<file path="config.mk">
export PLATFORM = sky130hd
export DESIGN_NAME = hub75_bcm_scan
export DESIGN_NICKNAME = d
export VERILOG_FILES = /design/src/rtl/hub75_pkg.sv /design/src/rtl/hub75_row_shifter.sv /design/src/rtl/hub75_bcm_scan.sv
export SDC_FILE = /design/constraint.sdc
export NUM_CORES = 1
export LEC_CHECK = 0
export BUFFER_PORTS_ARGS = -buffer_cell sky130_fd_sc_hd__buf_2
export CORE_AREA = 2 2 72 87
export DETAILED_ROUTE_END_ITERATION = 7
export DIE_AREA = 0 0 74 89
export GPL_TIMING_DRIVEN = 0
export PLACE_DENSITY_LB_ADDON = 0.3
export SLEW_MARGIN = 10
export SYNTH_ARGS = -nofsm -noshare
export SYNTH_HDL_FRONTEND = slang
export SYNTH_HIERARCHICAL = 1
export SYNTH_SLANG_ARGS = --single-unit
</file>
<file path="constraint.sdc">
create_clock -name clk -period 3.09 [get_ports clk]
set_clock_uncertainty 0.05 [all_clocks]
set_input_delay 0 -clock clk [delete_from_list [all_inputs] [get_ports clk]]
set_output_delay 0 -clock clk [all_outputs]
set_load 0.02 [all_outputs]
</file>
<file path="src/rtl/hub75_pkg.sv">
// Shared types for the HUB75 bit-plane scanner: FSM states, colour bit lanes,
// and the per-plane display length helper.
package hub75_pkg;

    typedef enum logic [1:0] {
        ST_IDLE  = 2'd0,
        ST_SHIFT = 2'd1,
        ST_LATCH = 2'd2,
        ST_SHOW  = 2'd3
    } scan_state_t;

    // Lane positions inside the 3-bit {b,g,r} panel data buses.
    localparam int RGB_R = 0;
    localparam int RGB_G = 1;
    localparam int RGB_B = 2;

    // Binary-weighted on-time of one bit plane, in clk cycles.
    function automatic int show_cycles(input int on_base, input int plane_idx);
        return on_base << plane_idx;
    endfunction

endpackage

</file>
<file path="src/rtl/hub75_row_shifter.sv">
// Shifts one row of bit-plane data into the panel: walks addrx, captures rgb, pulses sclk.
// Latency: 2*COLS+2 cycles from start to the last cycle (done); rgb trails addrx by 2 cycles.
// No backpressure: pixel source must answer one clk after addrx changes.
module hub75_row_shifter
    import hub75_pkg::*;
#(
    parameter int COLS  = 64,
    parameter int DEPTH = 8,
    parameter int PW    = 3,
    localparam int XW   = $clog2(COLS)
) (
    input  logic             clk,
    input  logic             rst_n,
    input  logic             start,
    input  logic [PW-1:0]    plane,
    input  logic [DEPTH-1:0] r0,
    input  logic [DEPTH-1:0] g0,
    input  logic [DEPTH-1:0] b0,
    input  logic [DEPTH-1:0] r1,
    input  logic [DEPTH-1:0] g1,
    input  logic [DEPTH-1:0] b1,
    output logic [XW-1:0]    addrx,
    output logic             sclk,
    output logic [2:0]       rgb0,
    output logic [2:0]       rgb1,
    output logic             first,
    output logic             done
);

    localparam int KW = $clog2(2 * COLS + 2);
    localparam logic [KW-1:0] K_LAST     = KW'(2 * COLS + 1);
    localparam logic [KW-1:0] K_CAP_END  = KW'(2 * COLS);
    localparam logic [KW-1:0] K_SCLK_MIN = KW'(3);

    logic          busy;
    logic [KW-1:0] k;
    logic          capture;

    // Odd k (=2x+1) is the cycle the source presents pixel x; capture makes it visible from 2x+2.
    assign capture = busy && k[0] && (k < K_CAP_END);

    always_ff @(posedge clk or negedge rst_n) begin
        if (!rst_n) begin
            busy <= 1'b0;
            k    <= '0;
        end else if (start) begin
            busy <= 1'b1;
            k    <= '0;
        end else if (busy) begin
            if (k == K_LAST) begin
                busy <= 1'b0;
            end else begin
                k <= k + KW'(1);
            end
        end
    end

    always_ff @(posedge clk or negedge rst_n) begin
        if (!rst_n) begin
            rgb0 <= '0;
            rgb1 <= '0;
        end else if (capture) begin
            rgb0[RGB_R] <= r0[plane];
            rgb0[RGB_G] <= g0[plane];
            rgb0[RGB_B] <= b0[plane];
            rgb1[RGB_R] <= r1[plane];
            rgb1[RGB_G] <= g1[plane];
            rgb1[RGB_B] <= b1[plane];
        end
    end

    // Column walks at half the cycle rate; sclk rises one cycle after each capture.
    assign addrx = k[XW:1];
    assign sclk  = busy && k[0] && (k >= K_SCLK_MIN);
    assign first = busy && (k == '0);
    assign done  = busy && (k == K_LAST);

endmodule

</file>
<file path="src/rtl/hub75_bcm_scan.sv">
// HUB75 panel scanner with binary-coded modulation: per row, per plane SHIFT -> LATCH -> SHOW.
// Latency: one plane period is 2*COLS+3+(ON_BASE<<plane) cycles; enable sampled in IDLE and at SHOW end.
// No backpressure: a started plane period always runs to completion.
module hub75_bcm_scan
    import hub75_pkg::*;
#(
    parameter int COLS     = 64,
    parameter int ROW_BITS = 5,
    parameter int DEPTH    = 8,
    parameter int ON_BASE  = 2,
    localparam int XW      = $clog2(COLS),
    localparam int PW      = (DEPTH > 1) ? $clog2(DEPTH) : 1
) (
    input  logic                clk,
    input  logic                rst_n,
    input  logic                enable,
    input  logic [DEPTH-1:0]    r0,
    input  logic [DEPTH-1:0]    g0,
    input  logic [DEPTH-1:0]    b0,
    input  logic [DEPTH-1:0]    r1,
    input  logic [DEPTH-1:0]    g1,
    input  logic [DEPTH-1:0]    b1,
    output logic [XW-1:0]       addrx,
    output logic [ROW_BITS-1:0] addry,
    output logic [2:0]          rgb0,
    output logic [2:0]          rgb1,
    output logic                sclk,
    output logic                latch,
    output logic                blank,
    output logic [PW-1:0]       plane,
    output logic                frame_start
);

    localparam int SHOW_MAX = ON_BASE << (DEPTH - 1);
    localparam int CW       = $clog2(SHOW_MAX + 1);

    scan_state_t         state;
    scan_state_t         next_state;
    logic [ROW_BITS-1:0] row;
    logic [ROW_BITS-1:0] row_adv;
    logic [PW-1:0]       plane_adv;
    logic                plane_last;
    logic [CW-1:0]       show_cnt;
    logic [CW-1:0]       show_load;
    logic                show_last;
    logic                shift_start;
    logic                shift_first;
    logic                shift_done;

    always_comb begin
        plane_last = (plane == PW'(DEPTH - 1));
        plane_adv  = plane_last ? '0 : plane + PW'(1);
        row_adv    = plane_last ? row + ROW_BITS'(1) : row;
        show_load  = CW'(show_cycles(ON_BASE, int'(plane)) - 1);
        show_last  = (show_cnt == '0);
    end

    always_ff @(posedge clk or negedge rst_n) begin
        if (!rst_n) begin
            state <= ST_IDLE;
        end else begin
            state <= next_state;
        end
    end

    always_comb begin
        next_state  = state;
        shift_start = 1'b0;
        case (state)
            ST_IDLE: begin
                if (enable) begin
                    next_state  = ST_SHIFT;
                    shift_start = 1'b1;
                end
            end
            ST_SHIFT: begin
                if (shift_done) begin
                    next_state = ST_LATCH;
                end
            end
            ST_LATCH: begin
                next_state = ST_SHOW;
            end
            ST_SHOW: begin
                if (show_last) begin
                    if (enable) begin
                        next_state  = ST_SHIFT;
                        shift_start = 1'b1;
                    end else begin
                        next_state = ST_IDLE;
                    end
                end
            end
            default: begin
                next_state = ST_IDLE;
            end
        endcase
    end

    // Row/plane advance at SHOW end; addry only follows on SHIFT entry so it never moves while lit.
    always_ff @(posedge clk or negedge rst_n) begin
        if (!rst_n) begin
            row      <= '0;
            plane    <= '0;
            addry    <= '0;
            show_cnt <= '0;
        end else begin
            case (state)
                ST_IDLE: begin
                    if (enable) begin
                        row   <= '0;
                        plane <= '0;
                        addry <= '0;
                    end
                end
                ST_LATCH: begin
                    show_cnt <= show_load;
                end
                ST_SHOW: begin
                    if (show_last) begin
                        row   <= row_adv;
                        plane <= plane_adv;
                        if (enable) begin
                            addry <= row_adv;
                        end
                    end else begin
                        show_cnt <= show_cnt - CW'(1);
                    end
                end
                default: begin
                end
            endcase
        end
    end

    hub75_row_shifter #(
        .COLS  (COLS),
        .DEPTH (DEPTH),
        .PW    (PW)
    ) u_shifter (
        .clk   (clk),
        .rst_n (rst_n),
        .start (shift_start),
        .plane (plane),
        .r0    (r0),
        .g0    (g0),
        .b0    (b0),
        .r1    (r1),
        .g1    (g1),
        .b1    (b1),
        .addrx (addrx),
        .sclk  (sclk),
        .rgb0  (rgb0),
        .rgb1  (rgb1),
        .first (shift_first),
        .done  (shift_done)
    );

    // Decoded from registers only, so an async reset clears them without a clock edge.
    assign blank       = (state != ST_SHOW);
    assign latch       = (state == ST_LATCH);
    assign frame_start = (state == ST_SHIFT) && shift_first && (row == '0) && (plane == '0);

endmodule

</file>
==> reports/qor_table.md, run 1 <==
| Parameter | Value | Unit |
|:---|:---|:---|
| Post-synthesis sequential area ratio | 0.3239 | - |
| CTS sink cnt | 39 | - |
| Via count of the first global-routing pass | 2553 | - |
| Slew at the pin closest to its max-slew limit | 0.8959 | ns |
| Critical path capture point type | register | - |
| Worst Reg-to-Reg Cells | 9 | - |
| Beginning of the worst hold path | enable | - |
| Max clock buf depth | 2 | - |
| Post-Synthesis Net Count | 390 | - |
| PostCTS Resize Cnt | 0 | - |
| Synth-to-layout area growth | 20.35 | % |
| Result of the run | complete, no violations | - |
| Type of the worst min-delay path | in2reg | - |
| Quantity of hold-fixing buffers added after cts | 1 | - |
| Leading cell type in the layout, fill and taps excluded | sky130_fd_sc_hd__buf_2 | - |
| Proportion of power drawn by the clock network | 0.164 | - |
| Iter 0 DRT Violations | 197 | - |
| IO Pins | 75 | - |
| Clock slew seen by the registers of the worst setup and hold paths | 0.09 | ns |
| Register-to-register setup slack | 0.31 | ns |
| Internal Pwr Total | 1731 | uW |
| Worst supply voltage drop on vdd | 0.5518 | mV |
| Syn Std Cell Area | 3013 | sq um |
| Fmax | 360.3 | MHz |
| Site row count | 30 | - |
| Highest fanout seen on the critical path | 10 | - |
| Number of stages on the worst hold path | 3 | - |
| Via/cell ratio | 5.686 | - |
| #FFs+latches synth | 39 | - |
| Chip width | 74 | microns |
| # diodes | 0 | - |
| RR Endpoint | u_shifter/k[0] | - |
| Net switching power | 1419 | uW |
| Share of total power consumed by net switching | 0.4505 | - |
| Number of detailed-route iterations in the first pass | 5 | - |
| Leak Pwr | 0.001598 | uW |
| Root buf cell | sky130_fd_sc_hd__clkbuf_8 | - |
| Max-slew headroom at the worst pin | 0.4027 | - |
| Port bufs | 74 | - |
| Areal power density over the cells | 868.6 | nW/um^2 |
| RSZ-0062 raised after global routing | false | - |
| Number of warnings reported in the yosys synthesis log | 6 | - |
| Gpl congestion | 0.8265 | - |
| Initial standard-cell utilization of the core | 0.5316 | - |
| Hold Crit Endpoint | addry[4] | - |
| Kind of critical path | reg2reg | - |
| Sequential share of power | 0.306 | - |
| Post-route fraction of the period consumed by the critical path | 0.8983 | - |
| Count of distinct cell types in the synthesized netlist | 65 | - |
| Cells after Synth | 321 | - |
| CP Launch Type | register | - |
| Count of unresolved DRC violations after routing | 0 | - |
| Tot Pwr | 3150 | uW |
| Share of synthesized registers carrying an async set or reset | 1.000 | - |
| Total Die Area | 6586 | sq um |
| Core Region | 5668 | sq um |
| First-pass GRT wire length | 11.54 | mm |
| Min Tclk post-route | 2.776 | ns |
| Endpoints failing setup | 0 | - |
| Routed vias | 2752 | - |
| Worst R2R Start | show_cnt[0] | - |
| Number of flops mapped to enable cells by yosys | 0 | - |
| Maximum number of pins on one net before global-route repair | 40 | - |
| Final global-route overflow total | 0 | - |
| Height of the die | 89 | microns |
| Initial antenna violation count | 0 | - |
| Total routed wirelength | 7.294 | mm |
| Critical path data required time | 3.23 | ns |
| Fraction of power consumed by combinational cells | 0.531 | - |
| Clock latency on the worst-skew pair | 0.30 | ns |
| Number of nets at the end of the flow | 472 | - |
| Setup TNS | 0 | ns |
| Number of clock buffers inserted by TritonCTS | 5 | - |
| Detailed Place HPWL | 5.526 | mm |
| Synthesized area divided by synthesized cell count | 9.386 | sq um |
| Antenna-violating nets left | 0 | - |
| Overall fraction of global-route tracks in use | 0.2207 | - |
| Endpoints failing hold | 0 | - |
| Number of setup buffers added after CTS | 0 | - |
| Routed wire length per instance | 15.07 | microns |
| Worst path arrival time | 2.91 | ns |
| Max Transition Viols Final | 0 | - |
| Most used flip-flop cell after synthesis | sky130_fd_sc_hd__dfrtp_1 | - |
| Max-capacitance violation count | 0 | - |
| Number of H-tree levels | 2 | - |
| Fraction of final layout cells with drive strength greater than 1 | 0.2946 | - |
| Top library cells by usage in the layout, fill and taps aside | sky130_fd_sc_hd__buf_2, sky130_fd_sc_hd__dfrtp_1, sky130_fd_sc_hd__nand2_1 | - |
| Clock tree from TritonCTS | yes | - |
through the flow:
stage,cell area (sq um),util,worst slack [ns],hold WS (ns),std cells
4_1_cts,3626,0.6397,0.3364,0.01475,484
3_5_place_dp,3483,0.6146,0.3595,0.1319,475
3_3_place_gp,3483,0.6146,0.3772,0.1260,475
6_report,3626,0.6397,0.3144,0.03038,484
5_1_grt,3626,0.6397,0.08123,0.03809,484
2_1_floorplan,3013,-,0.7546,-0.3456,321
state kept, by name, summed over array words and instances, names as in the netlist:
name            cells
addry               5
plane               3
row                 5
show_cnt            9
state               2
u_shifter/busy      1
u_shifter/k         8
u_shifter/rgb0      3
u_shifter/rgb1      3
power by group through the flow:
stage / Sequential, uW / Clock [uW] / Combinational [uW]
finish: 963 / 516 / 1670
global route: 1000 / 541 / 1840
CTS: 960 / 520 / 1670
detailed placement: 968 / 0 / 1660
global placement: 961 / 0 / 1620
floorplan: 1000 / 0 / 1170
routing by layer:
metal,vias up,part of all wire,global-route usage
li1,1351,-,-
met1,1336,0.43,0.2749
met2,57,0.52,0.4010
met3,8,0.032,0.02818
met4,0,0.011,0.05620
met5,-,0,0
cells by family (layout without fill, tap and decap cells):
logic type / after synthesis / after routing / share of synthesized area
flops: 39 / 39 / 0.3239
mux: 33 / 33 / 0.1188
compound gates: 82 / 82 / 0.1939
fa+ha+maj: 18 / 18 / 0.07475
xor+xnor: 10 / 10 / 0.02907
simple gates: 103 / 103 / 0.1989
buf+inv: 36 / 119 / 0.06063
cell usage after synthesis, types with 3 or more instances:
master / number / area (sq um)
sky130_fd_sc_hd__a211oi_1: 3 / 22.52
sky130_fd_sc_hd__a21o_1: 3 / 22.52
sky130_fd_sc_hd__a21oi_1: 9 / 45.04
sky130_fd_sc_hd__a22o_1: 5 / 43.79
sky130_fd_sc_hd__a2bb2oi_1: 3 / 26.28
sky130_fd_sc_hd__buf_4: 6 / 45.04
sky130_fd_sc_hd__buf_6: 3 / 33.78
sky130_fd_sc_hd__clkbuf_1: 8 / 30.03
sky130_fd_sc_hd__dfrtp_1: 39 / 975.9
sky130_fd_sc_hd__ha_1: 18 / 225.2
sky130_fd_sc_hd__inv_1: 15 / 56.30
sky130_fd_sc_hd__mux2_2: 11 / 123.9
sky130_fd_sc_hd__mux2i_1: 20 / 200.2
sky130_fd_sc_hd__nand2_1: 30 / 112.6
sky130_fd_sc_hd__nand2b_1: 6 / 37.54
sky130_fd_sc_hd__nand3_1: 14 / 70.07
sky130_fd_sc_hd__nand4_1: 4 / 25.02
sky130_fd_sc_hd__nor2_1: 13 / 48.80
sky130_fd_sc_hd__nor2b_1: 4 / 25.02
sky130_fd_sc_hd__nor3_1: 5 / 25.02
sky130_fd_sc_hd__nor3b_1: 3 / 22.52
sky130_fd_sc_hd__o211ai_1: 9 / 67.56
sky130_fd_sc_hd__o21ai_0: 12 / 60.06
sky130_fd_sc_hd__o21ai_1: 5 / 25.02
sky130_fd_sc_hd__o22ai_1: 8 / 50.05
sky130_fd_sc_hd__o311ai_1: 4 / 35.03
sky130_fd_sc_hd__o31ai_1: 6 / 45.04
sky130_fd_sc_hd__or3_1: 4 / 25.02
sky130_fd_sc_hd__xnor2_1: 4 / 35.03
sky130_fd_sc_hd__xor2_1: 6 / 52.55
worst max-delay path: stages, from the launching register on:
cell and delay [ns]:
sky130_fd_sc_hd__dfrtp_1 0.41, sky130_fd_sc_hd__inv_1 0.10, sky130_fd_sc_hd__ha_1 0.23, sky130_fd_sc_hd__or4b_4 0.54, sky130_fd_sc_hd__nor2_4 0.18, sky130_fd_sc_hd__a21oi_1 0.09
sky130_fd_sc_hd__nor3b_1 0.32, sky130_fd_sc_hd__clkbuf_1 0.39, sky130_fd_sc_hd__nor2_1 0.07, sky130_fd_sc_hd__mux2_2 0.27
cell type report:
cell class	instances	area [sq um]
plain buffers	20	122.6
clock buffers	6	72.57
clock inverters	2	60.06
fillers	483	2042
inverters	16	60.06
multi-input cells	246	1854
flip-flops and latches	39	975.9
well taps	80	100.1
repair buffers	75	380.4
worst max-delay path by stage:
| stage | start | to | cells past startpoint |
|---|---|---|---|
| floorplan | show_cnt[0] | u_shifter/k[0] | 9 |
| global placement | show_cnt[0] | u_shifter/k[0] | 9 |
| detailed placement | state[1] | u_shifter/k[0] | 8 |
| CTS | show_cnt[0] | u_shifter/k[0] | 9 |
| global route | state[1] | u_shifter/k[0] | 8 |
| finish | show_cnt[0] | u_shifter/k[0] | 9 |
No activity file was read; power rests on OpenSTA's default activity.
==> run 2, diff against run 1 <==
- CORE_AREA: 2 2 72 87 -> 10 10 80 95
- DIE_AREA: 0 0 74 89 -> 0 0 90 105
==> run 2 against run 1 <==
  * Count of clock-buffer cells in the layout is 2 higher
  * Worst setup slack worse by 0.025 ns
  * Register-to-register slack worse by 0.03 ns
  * Via count up 1.2%
  * Die area grew 43%
  * Global-route usage shrank 5.9 points
  * Design area down 0.90%
  * Final cell count did not move
  * Sequential power is 1% higher
  * Critical path depth fell by 1
  * Largest cell class unchanged
==> reports/qor_table.md, run 2 (same netlist as run 1, synthesis figures left out) <==
| Parameter | Value | Unit | vs previous |
|:---|:---|:---|:---|
| Antenna-violating nets left | 0 | - | unchanged |
| Final cell count without fillers | 484 | - | unchanged |
| Leading cell type in the layout, fill and taps excluded | sky130_fd_sc_hd__buf_2 | - |  |
| First-pass GRT wire length | 13.01 | mm | +13% |
| Leak Pwr | 0.001584 | uW | -0.87% |
| Setup TNS | 0 | ns | unchanged |
| Number of nets at the end of the flow | 472 | - | unchanged |
| Peak per-stage delay on the critical path | 0.46 | ns | -0.08 ns |
| Fraction of power consumed by combinational cells | 0.550 | - | +0.019 |
| Count of unresolved DRC violations after routing | 0 | - | unchanged |
| Flip-flop count of the largest register, all copies and words added | 9 | - | unchanged |
| Dpl cells | 475 | - | unchanged |
| Routed wire length per instance | 16.28 | microns | +8.0% |
| Ordered cell list for the critical path | ha_1 -> clkbuf_1 -> clkbuf_1 -> a21oi_1 -> nor3b_1 -> clkbuf_1 -> nor2_1 -> mux2_2 | - |  |
| Fmax | 357.0 | MHz | -0.91% |
| Detailed Place HPWL | 6.088 | mm | +10% |
| Iter 0 DRT Violations | 167 | - | -15% |
| Internal Pwr Total | 1612 | uW | -6.9% |
| Clock latency on the worst-skew pair | 0.30 | ns | about the same |
| # diodes | 0 | - | unchanged |
| Port bufs | 74 | - | unchanged |
| Routed vias | 2785 | - | +1.2% |
| Fraction of final layout cells with drive strength greater than 1 | 0.2946 | - | unchanged |
| Highest fanout seen on the critical path | 10 | - | unchanged |
| CP Launch Type | register | - |  |
| Via count of the first global-routing pass | 2740 | - | +7.3% |
| Pre-CTS setup slack | 0.3407 | ns | -0.01884 ns |
| Total routed wirelength | 7.881 | mm | +8.0% |
| Core Region | 5668 | sq um | unchanged |
| Overall fraction of global-route tracks in use | 0.1622 | - | -0.05858 |
| Clock tree from TritonCTS | yes | - |  |
| Result of the run | complete, no violations | - |  |
| Final core utilization | 0.6340 | - | -0.005739 |
| Maximum number of pins on one net before global-route repair | 40 | - | unchanged |
| Biggest register | show_cnt | - |  |
| RSZ-0062 raised after global routing | false | - |  |
| Clock slew seen by the registers of the worst setup and hold paths | 0.08 | ns | about the same |
| IO Pins | 75 | - | unchanged |
| Synth-to-layout area growth | 19.27 | % |  |
| Endpoints failing setup | 0 | - | unchanged |
| Kind of critical path | reg2reg | - |  |
| Slew at the pin closest to its max-slew limit | 0.8616 | ns | -0.03430 ns |
| Net switching power | 1429 | uW | +0.72% |
| Max clock buf depth | 2 | - | unchanged |
| Number of clock buffers inserted by TritonCTS | 5 | - | unchanged |
| Worst supply voltage drop on vdd | 0.4815 | mV | -13% |
| Chip width | 90 | microns | +22% |
| Final global-route overflow total | 0 | - | unchanged |
| CTS sink cnt | 39 | - | unchanged |
| Sequential share of power | 0.320 | - | +0.014 |
| Number of detailed-route iterations in the first pass | 4 | - | -1 |
| Share of total power consumed by net switching | 0.4699 | - | +0.01942 |
| Proportion of power drawn by the clock network | 0.130 | - | -0.034 |
| Number of setup buffers added after CTS | 0 | - | unchanged |
| Max Transition Viols Final | 0 | - | unchanged |
| Cell family with most CP delay | buffers and inverters | - |  |
| Top library cells by usage in the layout, fill and taps aside | sky130_fd_sc_hd__buf_2, sky130_fd_sc_hd__dfrtp_1, sky130_fd_sc_hd__nand2_1 | - |  |
| Areal power density over the cells | 846.3 | nW/um^2 | -2.6% |
| Post-route fraction of the period consumed by the critical path | 0.9065 | - | +0.008211 |
| Initial antenna violation count | 0 | - | unchanged |
| PostCTS Resize Cnt | 0 | - | unchanged |
| Worst Path Buf+Inv | 3 | - | +1 |
| Worst path arrival time | 2.94 | ns | +0.03 ns |
| Via/cell ratio | 5.754 | - | +1.2% |
| Site row count | 30 | - | unchanged |
| Height of the die | 105 | microns | +18% |
| Slowest cell on crit path | sky130_fd_sc_hd__clkbuf_1 | - |  |
| Critical path capture point type | register | - |  |
| Initial standard-cell utilization of the core | 0.5316 | - | unchanged |
| Endpoints failing hold | 0 | - | unchanged |
| Type of the worst min-delay path | in2reg | - |  |
| Max-slew headroom at the worst pin | 0.4256 | - | +0.02287 |
| Worst setup slack after layout | 0.2890 | ns | -0.02537 ns |
| Largest registers in the final layout | show_cnt (9), u_shifter/k (8) | - |  |
| Critical path data required time | 3.22 | ns | about the same |
| Root buf cell | sky130_fd_sc_hd__clkbuf_8 | - |  |
| Critical Path Most Common Cell | sky130_fd_sc_hd__clkbuf_1 | - |  |
| Max-capacitance violation count | 0 | - | unchanged |
| Total Die Area | 9450 | sq um | +43% |
| Number of H-tree levels | 2 | - | unchanged |
| Gpl congestion | 0.8801 | - | +6.5% |
| Min Tclk post-route | 2.801 | ns | +0.02537 ns |
## run 2: cell types whose count changed in the layout (fill, tap and decap cells not counted)
cell and change:
sky130_fd_sc_hd__clkbuf_8 +2, sky130_fd_sc_hd__bufinv_16 -2
## run 2: layout make-up
class,instances,area (sq um)
clock buffer,8,100.1
fill,478,2074
inverter,16,60.06
buffer,20,122.6
multi-input combinational,246,1854
sequential,39,975.9
timing repair buffer,75,380.4
tap,80,100.1
## run 2: final timing paths
check / end / depth (start not counted) / slack (ns) / startpoint
max in group asynchronous: u_shifter/k[3] / 2 / 2.15 / rst_n
max reg2reg: u_shifter/k[0] / 8 / 0.29 / state[1]
min: addry[4] / 3 / 0.02 / enable
min reg2reg: u_shifter/rgb0[1] / 2 / 0.43 / u_shifter/rgb0[1]
min in group asynchronous: addry[1] / 2 / 0.30 / rst_n
max: u_shifter/k[0] / 8 / 0.29 / state[1]
## run 2: power by group through the flow
stage | clock [uW] | combinational, uW | sequential (uW)
finish | 395 | 1670 | 973
global route | 416 | 1870 | 1010
CTS | 395 | 1680 | 968
detailed placement | 0 | 1670 | 979
global placement | 0 | 1630 | 962
floorplan | 0 | 1170 | 1000
## run 2: timing repair
action | CTS | global route
hold buffers | 1 | 0
hold endpoints to repair | 39 | 0
endpoints found under the setup margin | 0 | 0
## run 2: metrics by stage
stage	cell area [sq um]	power, uW	hold WS [ns]
4_1_cts	3593	3046	0.01322
6_report	3593	3041	0.01754
2_1_floorplan	3013	2178	-0.3456
5_1_grt	3593	3291	0.04162
3_3_place_gp	3483	2596	0.1230
3_5_place_dp	3483	2652	0.1292
## run 2: metal layers
layer  track usage  routed length, microns  up-vias
met5             0                       0        -
met4       0.05923                      89        0
met3       0.02935                     364        9
met2        0.2909                    4199       79
met1        0.1869                    3227     1347
li1              -                       -     1350
## run 2: worst reg2reg max path, cell delays in order, from the launching register on
cell,delay (ns)
sky130_fd_sc_hd__dfrtp_1,0.41
sky130_fd_sc_hd__ha_1,0.20
sky130_fd_sc_hd__clkbuf_1,0.40
sky130_fd_sc_hd__clkbuf_1,0.46
sky130_fd_sc_hd__a21oi_1,0.13
sky130_fd_sc_hd__nor3b_1,0.29
sky130_fd_sc_hd__clkbuf_1,0.40
sky130_fd_sc_hd__nor2_1,0.08
sky130_fd_sc_hd__mux2_2,0.27
